## src/rtl/tick_timer_pkg.sv

```systemverilog
// Shared types and defaults for the tick_timer block.
package tick_timer_pkg;

   localparam int TT_WIDTH = 16;

   typedef enum logic [1:0] {
      ST_IDLE    = 2'b00,
      ST_RUN     = 2'b01,
      ST_EXPIRED = 2'b10
   } tt_state_e;

endpackage

```

## src/rtl/tick_timer_if.sv

```systemverilog
// Command/status bundle between a controller and the tick_timer.
interface tick_timer_if #(
   parameter int WIDTH = 16
);
   logic [WIDTH-1:0] load_val;
   logic             load;
   logic             start;
   logic             stop;
   logic             periodic;
   logic             tick;
   logic             busy;
   logic             done;
   logic [WIDTH-1:0] count;

   modport master (
      output load_val, load, start, stop, periodic,
      input  tick, busy, done, count
   );

   modport slave (
      input  load_val, load, start, stop, periodic,
      output tick, busy, done, count
   );
endinterface

```

## src/rtl/tick_timer_down_counter.sv

```systemverilog
// Loadable down-counter with zero flag; load wins over decrement and it never wraps below zero.
module loadable_down_counter #(
   parameter int WIDTH = 16
) (
   input  logic             clk,
   input  logic             rst_n,
   input  logic             load,
   input  logic [WIDTH-1:0] load_val,
   input  logic             dec,
   output logic [WIDTH-1:0] count,
   output logic             zero
);

   logic [WIDTH-1:0] count_q;
   logic [WIDTH-1:0] count_d;

   always_comb begin
      count_d = count_q;
      if (load) begin
         count_d = load_val;
      end else if (dec && (count_q != '0)) begin
         count_d = count_q - WIDTH'(1);
      end
   end

   always_ff @(posedge clk or negedge rst_n) begin
      if (!rst_n) begin
         count_q <= '0;
      end else begin
         count_q <= count_d;
      end
   end

   assign count = count_q;
   assign zero  = (count_q == '0);

endmodule

```

## src/rtl/tick_timer.sv

```systemverilog
// Programmable countdown timer producing one-cycle tick strobes, periodic or one-shot.
//
//   state      | meaning
//   -----------+-----------------------------------------------
//   ST_IDLE    | not counting, count held
//   ST_RUN     | counting down, tick on terminal count
//   ST_EXPIRED | one-shot finished, count=0, done=1
//   2'b11      | unreachable, recovers to ST_IDLE
module tick_timer
   import tick_timer_pkg::*;
#(
   parameter int WIDTH = TT_WIDTH
) (
   input  logic         clk,
   input  logic         rst_n,
   tick_timer_if.slave  bus
);

   tt_state_e        state_q;
   tt_state_e        state_d;
   logic             tick_q;
   logic             tick_d;
   logic [WIDTH-1:0] reload_q;
   logic [WIDTH-1:0] reload_d;

   logic             cnt_load;
   logic [WIDTH-1:0] cnt_val;
   logic             cnt_dec;
   logic [WIDTH-1:0] cnt_count;
   logic             cnt_zero;

   loadable_down_counter #(
      .WIDTH (WIDTH)
   ) u_cnt (
      .clk      (clk),
      .rst_n    (rst_n),
      .load     (cnt_load),
      .load_val (cnt_val),
      .dec      (cnt_dec),
      .count    (cnt_count),
      .zero     (cnt_zero)
   );

   // Command priority: stop > load > start; stop and load suppress the terminal tick.
   always_comb begin
      state_d  = state_q;
      tick_d   = 1'b0;
      reload_d = reload_q;
      cnt_load = 1'b0;
      cnt_val  = reload_q;
      cnt_dec  = 1'b0;

      if (bus.stop) begin
         state_d = ST_IDLE;
      end else if (bus.load) begin
         reload_d = bus.load_val;
         cnt_load = 1'b1;
         cnt_val  = bus.load_val;
         if (state_q != ST_RUN) begin
            state_d = ST_IDLE;
         end
      end else begin
         case (state_q)
            ST_IDLE, ST_EXPIRED: begin
               if (bus.start) begin
                  cnt_load = 1'b1;
                  state_d  = ST_RUN;
               end
            end
            ST_RUN: begin
               if (cnt_zero) begin
                  tick_d = 1'b1;
                  if (bus.periodic) begin
                     cnt_load = 1'b1;
                  end else begin
                     state_d = ST_EXPIRED;
                  end
               end else begin
                  cnt_dec = 1'b1;
               end
            end
            default: begin
               state_d = ST_IDLE;
            end
         endcase
      end
   end

   always_ff @(posedge clk or negedge rst_n) begin
      if (!rst_n) begin
         state_q  <= ST_IDLE;
         tick_q   <= 1'b0;
         reload_q <= '0;
      end else begin
         state_q  <= state_d;
         tick_q   <= tick_d;
         reload_q <= reload_d;
      end
   end

   assign bus.tick  = tick_q;
   assign bus.busy  = (state_q == ST_RUN);
   assign bus.done  = (state_q == ST_EXPIRED);
   assign bus.count = cnt_count;

endmodule

```

## src/flat_wrapper.sv

```systemverilog
// flat-port wrapper written by rule: the top's interface ports become plain ports
module tick_timer_flat import tick_timer_pkg::*;
#(
   parameter int WIDTH = TT_WIDTH
)
  (clk, rst_n, bus_load_val, bus_load, bus_start, bus_stop, bus_periodic, bus_tick, bus_busy, bus_done, bus_count);
  tick_timer_if #(.WIDTH(WIDTH)) bus_i ();
  input  logic clk;
  input  logic rst_n;
  input wire logic [$bits(bus_i.load_val)-1:0] bus_load_val;
  input wire logic [$bits(bus_i.load)-1:0] bus_load;
  input wire logic [$bits(bus_i.start)-1:0] bus_start;
  input wire logic [$bits(bus_i.stop)-1:0] bus_stop;
  input wire logic [$bits(bus_i.periodic)-1:0] bus_periodic;
  output wire logic [$bits(bus_i.tick)-1:0] bus_tick;
  output wire logic [$bits(bus_i.busy)-1:0] bus_busy;
  output wire logic [$bits(bus_i.done)-1:0] bus_done;
  output wire logic [$bits(bus_i.count)-1:0] bus_count;
  assign bus_i.load_val = bus_load_val;
  assign bus_i.load = bus_load;
  assign bus_i.start = bus_start;
  assign bus_i.stop = bus_stop;
  assign bus_i.periodic = bus_periodic;
  assign bus_tick = bus_i.tick;
  assign bus_busy = bus_i.busy;
  assign bus_done = bus_i.done;
  assign bus_count = bus_i.count;
  tick_timer #(.WIDTH(WIDTH)) u_core (.clk(clk), .rst_n(rst_n), .bus(bus_i));
endmodule
```

## config.mk

```make
export PLATFORM = sky130hd
export DESIGN_NAME = tick_timer_flat
export DESIGN_NICKNAME = d
export VERILOG_FILES = /design/src/rtl/tick_timer_pkg.sv /design/src/rtl/tick_timer_if.sv /design/src/rtl/tick_timer_down_counter.sv /design/src/rtl/tick_timer.sv /design/src/flat_wrapper.sv
export SDC_FILE = /design/constraint.sdc
export NUM_CORES = 1
export LEC_CHECK = 0
export ABC_AREA = 1
export CORE_UTILIZATION = 45
export DETAILED_ROUTE_END_ITERATION = 10
export PLACE_DENSITY = 0.74
export SLEW_MARGIN = 20
export SYNTH_ARGS = -nofsm -noshare
export SYNTH_HDL_FRONTEND = slang
export SYNTH_SLANG_ARGS = --single-unit
```

## constraint.sdc

```tcl
create_clock -name clk -period 1.4 [get_ports clk]
set_input_delay 0.42 -clock clk [delete_from_list [all_inputs] [get_ports clk]]
set_output_delay 0.42 -clock clk [all_outputs]
set_load 0.01 [all_outputs]
```

* Word level (Yosys, flattened, before mapping)
Index checks and enable logic that the tools add are counted.
Cells by class: shift operators 0, equality and inequality tests 7, multipliers 0, reduce and logical (&&, ||, !) cells 7, divide/modulo/power cells 0, multiplexer cells 25, order comparisons 0, $add $sub $neg 1, bitwise operators 0
Operators by type and width (count):
- 16-bit two-way mux | 4
- 16-bit zero test | 1
- 16-bit nonzero test | 1
- 16-bit by 1-bit subtractor with 16-bit output (second input constant) | 1
- 1-bit two-way mux | 13
- 2-bit two-way mux | 6
- 4-bit != test (second input constant) | 2
- 4-bit by 3-bit != test with 1-bit output (second input constant) | 1
- 2-bit one-hot mux with 2 select lines | 1
- 4-bit AND reduction | 1
- 3-bit by 1-bit != test with 1-bit output (second input constant) | 1
- 2-bit by 1-bit equality test with 1-bit output (second input constant) | 1
- 2-bit equality test (second input constant) | 1
- 2-bit zero test | 1
- 2-bit by 1-bit != test with 1-bit output (second input constant) | 1
- 1-bit one-hot mux with 2 select lines | 1
- 2-bit nonzero test | 1
- 2-bit OR reduction | 1
- 1-bit logical AND | 1
Word-level totals: bits in writable memories 0, input port bits 22, latch bits 0, register bits 35, output and inout bits 19, memories kept 0, ROM bits 0

* Logic depth before layout (Yosys ltp)
Gate-level depths: netlist of the first run.
depth in word-level cells 8, depth in mapped cells 11

* By module
A second synthesis of the first run with hierarchy kept.
Second synthesis, totals: cell total of the unflattened synthesis 252, area, all modules 2103.3 µm²
Modules (own cells, without submodules):
- loadable_down_counter | times used 1, area each 1255.0 µm², cells an instance 183
- tick_timer | times used 1, area each 848.3 µm², cells an instance 69

* Worst setup path before layout of the first run
Ideal clock, no wire load.
kind register to register, from reg u_core.u_cnt.count_q[0] (netlist: u_core.u_cnt.count[0]), to reg u_core.u_cnt.count_q[9] (netlist: u_core.u_cnt.count[9]), arrival time 1454 ps, clock period less this slack 1579 ps, data required time 1275 ps, buffers on the path 1, slack -179 ps, cell stages (with the launch flop) 11, cell sequence dfrtp_1 inv_1 ha_1 nand3_1 nor2_4 nand3_2 nand2_1 nand2_2 buf_2 nand3_1 nand3_2
On the way: word-level cells in the longest chain between the ends 7
Ends and longest elaborated chain:
- from (decl) | line tick_timer_down_counter.sv:14 | logic [WIDTH-1:0] count_q;
- from (signal assigned) | line tick_timer_down_counter.sv:30 | count_q <= count_d;
- branches (longest 7 deep; another with 16-bit by 1-bit subtractor with 16-bit output)
Several ways; the timed one is not identified. The select of a mux whose other input is x is not followed. A chain may end at the register's enable or synchronous reset.

* Worst setup path in the final report of the first run
from reg u_core.u_cnt.count_q[11] (netlist: u_core.u_cnt.count[11]), to reg u_core.state_q[1]
On the way: word-level cells in the longest chain between the ends 3
Ends and longest elaborated chain:
- 16-bit zero test | line tick_timer_down_counter.sv:35 | assign zero = (count_q == '0);
- 4-bit by 3-bit != test with 1-bit output (no source line)
- 4-bit AND reduction (no source line)
- to (signal assigned) | line tick_timer.sv:95 | state_q <= state_d;
- to (decl) | line tick_timer.sv:19 | tt_state_e state_q;
No other way between the ends.

==> qor.txt, run 1 <==
Slew @ Worst Pin: 0.293 ns
Worst Setup End Kind: flop
Synth Area per Inst: 9.07 um2
CP max stage cell: dfrtp_1
Final worst setup slack: -0.256 ns
Final GP Congestion: 0.850
Die height: 68.9 um
First-pass GRT wire length: 9170 um
Final setup vio count: 28
Most common cell after layout, fill and taps aside: buf_4
Crit path cell chain: buf_6 -> nor2_4 -> nand2_2 -> nor2_4 -> nand2_2 -> nand2_4 -> buf_12 -> nand3b_1 -> nand2_1 -> o21ai_1
IO Pins: 41
Post-synthesis net count: 246
R2R Setup Slk: -0.26 ns
Simple-Gate Fraction of Synth Area: 32.3%
CP max stage delay: 0.40 ns
DR vias: 2,045
Diodes inserted: 0
DRT antenna net count: 0
DRT iter0 DRCs: 93
Max-Cap Viols: 0
CTS tree: done
Failing checks: setup timing
Die Wd: 68.9 um
Largest net degree at the start of global routing: 36
#FFs+latches synth: 35
Design Area, Final: 3480 um2
Critical path fanouts, max: 6
Max Freq: 604 MHz
Layout cells sized above 1: 57.4%
Final Util: 83.9%
Reg-to-reg critical path endpoint: u_core.state_q[1]
Worst-Skew Late Latency: 0.29 ns
Layout area overhead: 72.6%
Core ar.: 4140 um2
Multi-input combinational cell area: 1240 um2
Most frequent cells in the layout: buf_4 (56), dfrtp_1 (35), nand2_1 (27), buf_6 (27), nand2_2 (23)
Drt pass-1 iters: 4
Initial core utilization: 48.6%
Combinational family with the most area after synthesis: simple AND/OR/NAND/NOR gates
YS warnings: 0
CP Capture Point: u_core.state_q[1]
Post-synthesis mux area share: 7.83%
Cell Pwr Density: 1280 nW/um2
Synth top area share: 43.5%
CP top delay family: simple AND/OR/NAND/NOR gates
Final WL: 6680 um
Placed inst area: 2930 um2
Drc violations: 0
WL per Instance: 17.0 um
Max-slew violations: 0
Slew HR: 80.3%
Netlist cell types: 31
Fin nets: 366
Peak supply drop: 0.757 mV
Antenna violations before repair: 0
Row cnt: 23
Setup crit start kind: flop
Worst Path Buf+Inv: 2
Minimum clock period: 1.66 ns
Detail Placement HPWL: 3740 um
Post-synthesis xor/xnor area fraction: 4.35%
Total Power: 4.46 mW
Synth area leaders: dfrtp_1 (43%), mux2_2 (7.8%), nand2_1 (7.6%)
Post-synthesis cell count: 222
Reg area: 876 um2
LEAKAGE: 1.68 nW
Req. time, crit path: 1.57 ns
Hold WS: 0.502 ns
Vias per inst: 5.20
Sequential share of the synthesized area: 43.5%
Leading area contributor after synthesis: dfrtp_1
CTS Buffer Depth: 2
WP data arrival: 1.83 ns
Compound-Gate Fraction of Synth Area: 4.29%
FF-to-FF path depth: 10
Die area: 4750 um2
Netlist Area Pre-Place: 2010 um2
Vias in the first global route: 1,994
Status: finished with violations
CTS HTree Levels: 2
Placed cells: 358
Fin cells: 393
Endpoints failing hold: 0
Overall routing resource usage: 27.2%
Tcrit/Tclk final: 118%
Reg clk slew, reported paths: 0.08 ns
# fillers: 224
CTS Hold Bufs: 0
Hold crit path type: in -> async
Root buffer cell: clkbuf_8
Adder-cell share of the synthesized area: 1.24%
Clock Skews: 0.00927 ns
Worst R2R Start: u_core.u_cnt.count[11]
Total CTS buffers: 5
CP Depth: 10
Clock sink count: 35
GR Overflow Total: 0
Critical path startpoint: u_core.u_cnt.count[11]
RSZ-0062 raised after global routing: yes
WS Path Type: reg -> reg
Port bufs: 40
final cells by class:
type / instances / area share [%]
clock buffer: 8 / 2.88
inverter: 19 / 2.05
multi-input combinational: 162 / 35.8
sequential: 35 / 25.2
tap: 50 / 1.80
timing repair buffer: 119 / 32.3
worst min path at each step:
stage | cells after the start | slack (ns) | end
after global routing | 2 | 0.52 | u_core.u_cnt.count[11]
final | 2 | 0.50 | u_core.u_cnt.count[11]
after global placement | 1 | 0.48 | u_core.reload_q[15]
after detailed placement | 1 | 0.49 | u_core.reload_q[12]
after floorplan | 0 | 0.12 | u_core.bus.tick
after CTS | 2 | 0.51 | u_core.u_cnt.count[11]
synthesized netlist by cell type:
| cell type | n |
|---|---|
| a21oi_1 | 1 |
| mux2_2 | 14 |
| nor2_4 | 4 |
| o21ai_1 | 1 |
| a21oi_4 | 1 |
| nand3b_1 | 1 |
| a31oi_1 | 2 |
| nor2_2 | 4 |
| a21boi_0 | 1 |
| buf_4 | 1 |
| nand2_1 | 41 |
| inv_2 | 2 |
| inv_1 | 17 |
| nand4_1 | 1 |
| buf_12 | 1 |
| nand3_1 | 24 |
| and2_1 | 1 |
| nor2_1 | 19 |
| nand2_2 | 15 |
| nand3_2 | 11 |
| o211ai_1 | 1 |
| o21ai_0 | 5 |
| buf_2 | 2 |
| a21o_1 | 1 |
| nor3_1 | 1 |
| xnor2_1 | 2 |
| or2_1 | 1 |
| ha_1 | 2 |
| dfrtp_1 | 35 |
| buf_6 | 2 |
| xor2_1 | 8 |
what timing repair did:
item | CTS | global route
gates cloned | 1 | 0
gates resized for setup | 104 | 47
buffers inserted | 14 | 14
pin swaps | 2 | 11
setup endpoints to repair | 50 | 34
per-layer routing:
metal	global-route usage [%]	vias up	share of wire, %
li1	-	958	-
met1	30.8	1011	38
met2	49.4	57	56
met3	6.25	19	3.9
met4	9.95	0	2.0
met5	0	-	0
sequential cells by signal, indices dropped and copies added, names as in the netlist:
signal and flops:
u_core.reload_q 16, u_core.state_q 2, u_core.bus.tick 1, u_core.u_cnt.count 16
logic make-up (layout without fill, tap and decap cells):
kind of cell	count (synthesis)	count (layout)
fa+ha+maj	2	2
flops	35	35
buf+inv	25	146
xor+xnor	10	10
compound gates	13	13
simple gates	123	123
mux	14	14
metrics by stage:
step,setup WS [ns],TNS (ns)
2_1_floorplan,-0.0744,-0.917
3_3_place_gp,-0.470,-13.16
3_5_place_dp,-0.486,-14.09
4_1_cts,-0.195,-2.53
5_1_grt,-0.325,-5.15
6_report,-0.256,-3.90
where the power goes:
group          switching [mW]  internal (mW)
Combinational            1.10           1.22
Sequential              0.121           1.21
Clock                   0.371          0.449
No activity file was read; power rests on OpenSTA's default activity.
==> run 2: changes to the inputs <==
--- a/config.mk
+++ b/config.mk
@@ -6,6 +6,7 @@
 export NUM_CORES = 1
 export LEC_CHECK = 0
 export ABC_AREA = 1
+export CAP_MARGIN = 25
 export CORE_UTILIZATION = 45
 export DETAILED_ROUTE_END_ITERATION = 10
 export PLACE_DENSITY = 0.74
==> results of run 2 <==
No change in the layout: final DEF, timing and power equal those of run 1.
==> RTL change 1, RTL diff (flow settings as in run 2) <==
Set the package constant `TT_WIDTH` to 32 (it was 16).
--- a/src/rtl/tick_timer_pkg.sv
+++ b/src/rtl/tick_timer_pkg.sv
@@ -1,7 +1,7 @@
 // Shared types and defaults for the tick_timer block.
 package tick_timer_pkg;
 
-   localparam int TT_WIDTH = 16;
+   localparam int TT_WIDTH = 32;
 
    typedef enum logic [1:0] {
       ST_IDLE    = 2'b00,
Ports: changed (resized bus_count and bus_load_val); port bits go from 41 to 73. No check against the original RTL was run, so the function may have changed too.
==> RTL change 1 against run 2 <==
The flow still finishes with violations (negative setup slack). Sequential cell count is 32 higher. First-iteration DRC count grew to 5.8 times the old value. Synthesized area is 110% higher. Cell area is 110% higher. Worst setup slack worse by 0.34 ns. Routed wire length grew to 2.5 times the old value. Total power is 110% higher. Combinational power is 110% higher. Critical path type unchanged. Critical endpoint is now u_core.u_cnt.count[1]. Largest cell class unchanged. Largest power group unchanged.
==> RTL change 1: results (changes against run 2) <==
* Nets at 879 (was 366)
* Via count at 5288 (was 2045)
* Int Power at 0.00593 W (was 0.00287 W)
* XOR/XNOR Fraction of Synth Area at 2.90% (was 4.35%)
* Failing checks: negative setup slack (unchanged)
* First-pass GRT wire length at 22400 µm (was 9170 µm)
* Most common cell after layout, fill and taps aside: nand2_1 (was buf_4)
* Seq/Total Area, Yosys at 39.7% (was 43.5%)
* Layout clock buffers at 11 (was 8)
* Inverters at 92 (was 19)
* Clk Latency, worst-skew pair at 0.37 ns (was 0.29 ns)
* Post-cts resize count at 259 (was 104)
* Met2 WL at 8130 µm (was 3750 µm)
* Data buffer area share at 32.3% (about the same)
* Combinational power at 0.00481 W (was 0.00231 W)
* Largest fanout on the critical path at 12 (was 6)
* Final wirelength at 16900 µm (was 6680 µm)
* Mapped Nets at 659 (was 246)
* Outcome: finished, violations left (unchanged)
* Cts bufs inserted at 9 (was 5)
* Final WS setup at -0.598 ns (was -0.256 ns)
* Post-synth cell types at 28 (was 31)
* Multi-input gates at 438 (was 162)
* Final setup viols at 69 (was 28)
* Met3 wire length at 1550 µm (was 260 µm)
* Number of H-tree levels at 3 (was 2)
* Ranking of synthesized cells by area: dfrtp_1 40%, nand2_1 18%, nand3_1 9.8%, inv_1 8.0%, nor2_1 6.0% (was dfrtp_1 43%, mux2_2 7.8%, nand2_1 7.6%, nand3_1 6.0%, nand3_2 5.5%)
* Post-Route Setup TNS at -20.66 ns (was -3.90 ns)
* Fraction of area in multi-input gates at 34.2% (was 35.8%)
* Postcts setup bufs at 37 (was 14)
* Placer Congestion at 0.938 (was 0.850)
* Place WS at -0.546 ns (was -0.486 ns)
* Port Buffers at 72 (was 40)
[RTL change 1: changes by cell type after synthesis, sizes merged, moves of 3 or more]
| cell | run 2 | this run |
|---|---|---|
| nand2 | 56 | 207 |
| inv | 19 | 92 |
| nand3 | 35 | 84 |
| nor2 | 27 | 76 |
| dfrtp | 35 | 67 |
| o21ai | 6 | 33 |
| buf | 6 | 18 |
| xnor2 | 2 | 8 |
| clkbuf | 0 | 4 |
| mux2 | 14 | 10 |
| o21bai | 0 | 3 |
[RTL change 1: stage by stage]
stage	cell area, µm²	util (%)	cells	hold WS, ns
CTS	6660	74.9	933	0.0906
global route	7160	80.5	952	0.103
floorplan	4300	-	619	0.124
detailed placement	5890	66.3	887	0.468
finish	7160	80.5	952	0.0593
global placement	5890	66.3	887	0.464
==> RTL change 2, RTL diff (settings of run 2) <==
Without the edit above. Reset style: synchronous (`rst_n`), changed in 2 clocked blocks.
--- a/src/rtl/tick_timer_down_counter.sv
+++ b/src/rtl/tick_timer_down_counter.sv
@@ -23,7 +23,7 @@
       end
    end
 
-   always_ff @(posedge clk or negedge rst_n) begin
+   always_ff @(posedge clk) begin
       if (!rst_n) begin
          count_q <= '0;
       end else begin
--- a/src/rtl/tick_timer.sv
+++ b/src/rtl/tick_timer.sv
@@ -86,7 +86,7 @@
       end
    end
 
-   always_ff @(posedge clk or negedge rst_n) begin
+   always_ff @(posedge clk) begin
       if (!rst_n) begin
          state_q  <= ST_IDLE;
          tick_q   <= 1'b0;
Formal check against the unedited RTL: differs if rst_n is asserted again (counterexample within 4 cycles, from zero or initial values and one cycle with rst_n low); with rst_n held inactive, the same outputs for 10 cycles.
==> RTL change 2 against run 2 <==
The flow still finishes with violations (negative setup slack). Highest routed layer unchanged. Worst setup slack got worse by 0.043 ns. Synthesized area fell by 1.3%. Total power fell by 32%. Via count rose by 13%. Final cell count rose by 13%. Routed wire length fell by 4.1%. Fmax fell by 2.5%. Sequential cell count did not move. Global-route usage rose by 0.35 points. Die area fell by 1.3%. Count of clock-buffer cells in the layout fell by 2. Cell area fell by 9.0%.
==> RTL change 2: results (changes against run 2) <==
* Outcome: finished, violations left (unchanged)
* Largest fanout on the critical path at 3 (was 6)
* Drt initial violations at 171 (was 93)
* Share of layout cells above drive strength 1 at 37.3% (was 57.4%)
* WL met1 at 2520 µm (was 2540 µm)
* Via count at 2312 (was 2045)
* Clk_skew at 0.00963 ns (was 0.00927 ns)
* Post-Route Setup TNS at -2.82 ns (was -3.90 ns)
* Seq pwr at 0.00111 W (was 0.00133 W)
* M2 GR Usage at 46.7% (was 49.4%)
* Mapped Nets at 317 (was 246)
* Nets at 418 (was 366)
* Top cells by count, synth: 62 x nand2_1, 42 x nor2_1, 35 x dfxtp_1, 35 x inv_1, 29 x nand3_1 (was 41 x nand2_1, 35 x dfrtp_1, 24 x nand3_1)
* Final WS setup at -0.299 ns (was -0.256 ns)
* Vias in the first global route at 2161 (was 1994)
* Largest net degree at the start of global routing at 22 (was 36)
* Synthesized area per cell at 6.79 µm² (was 9.07 µm²)
* Data arrival, critical path at 1.91 ns (was 1.83 ns)
* M3 GR Usage at 7.00% (was 6.25%)
* Actual slew at the worst max-slew pin at 0.312 ns (was 0.293 ns)
* Initial antenna violation count at 0 (unchanged)
* Placer Congestion at 0.871 (was 0.850)
* Failing checks: negative setup slack (unchanged)
* XOR/XNOR Fraction of Synth Area at 1.76% (was 4.35%)
* Design Power at 0.00302 W (was 0.00446 W)
* Net Sw Frac at 33.8% (was 35.6%)
* WL/cell at 14.4 µm (was 17.0 µm)
* Post-synth cell types at 28 (was 31)
* Final wirelength at 6410 µm (was 6680 µm)
* First-pass GRT wire length at 9400 µm (was 9170 µm)
* GR Util met1 at 31.9% (was 30.8%)
* Peak VDD IR at 0.786 mV (was 0.757 mV)
* Max incr delay on CP at 0.33 ns (was 0.40 ns)
* Worst min path class: flip-flop to flip-flop (was primary input to async pin)
* Crit path capture: u_core.u_cnt.count[11] (was u_core.state_q[1])
* Slowest cell on crit path: dfxtp_2 (was dfrtp_1)
* Seq/Total Area, Yosys at 35.2% (was 43.5%)
* WHS at 0.552 ns (was 0.502 ns)
* Area post-placement at 0.00288 mm² (was 0.00293 mm²)
* Post-synthesis adder-cell area fraction at 1.26% (was 1.24%)
* Final setup viols at 17 (was 28)
* Post-synth ARST share at 0% (was 100%)
* Detail Placement HPWL at 4070 µm (was 3740 µm)
* Combinational power at 0.00116 W (was 0.00231 W)
* Post-synthesis mux area share at 3.02% (was 7.83%)
* Met3 wire length at 508 µm (was 260 µm)
* Compound-gate portion of the synthesized area at 10.1% (was 4.29%)
* Leakage power figure at 1.52 nW (was 1.68 nW)
* Met2 WL at 3190 µm (was 3750 µm)
* Cell count after placement at 434 (was 358)
-- RTL change 2: changes by cell type in the layout (fill, tap and decap cells not counted), moves of 8 or more --
cell	delta
inv_1	+17
dfxtp_2	+14
dfrtp_1	-35
dfxtp_1	+21
buf_6	-20
nand2_1	+29
nor2_1	+27
nand2_2	-18
mux2_2	-14
nand3b_1	+13
o21ai_0	+11
a31oi_1	+8
-- RTL change 2: cell type report --
cell class | count | area (µm²)
timing repair buffer | 105 | 897
clock buffer | 6 | 82.6
tap | 50 | 62.6
sequential | 35 | 718
multi-input combinational | 210 | 1260
inverter | 37 | 139
fill | 291 | 952
clock inverter | 1 | 5.00
-- RTL change 2: repair_timing --
item                                    in CTS  in global routing
hold buffers                                 0                  0
pin swaps                                   11                  8
buffers inserted                             1                  1
hold endpoints to repair                     0                  0
cloned                                       0                  1
resized for setup                           88                 30
endpoints found under the setup margin      48                 34
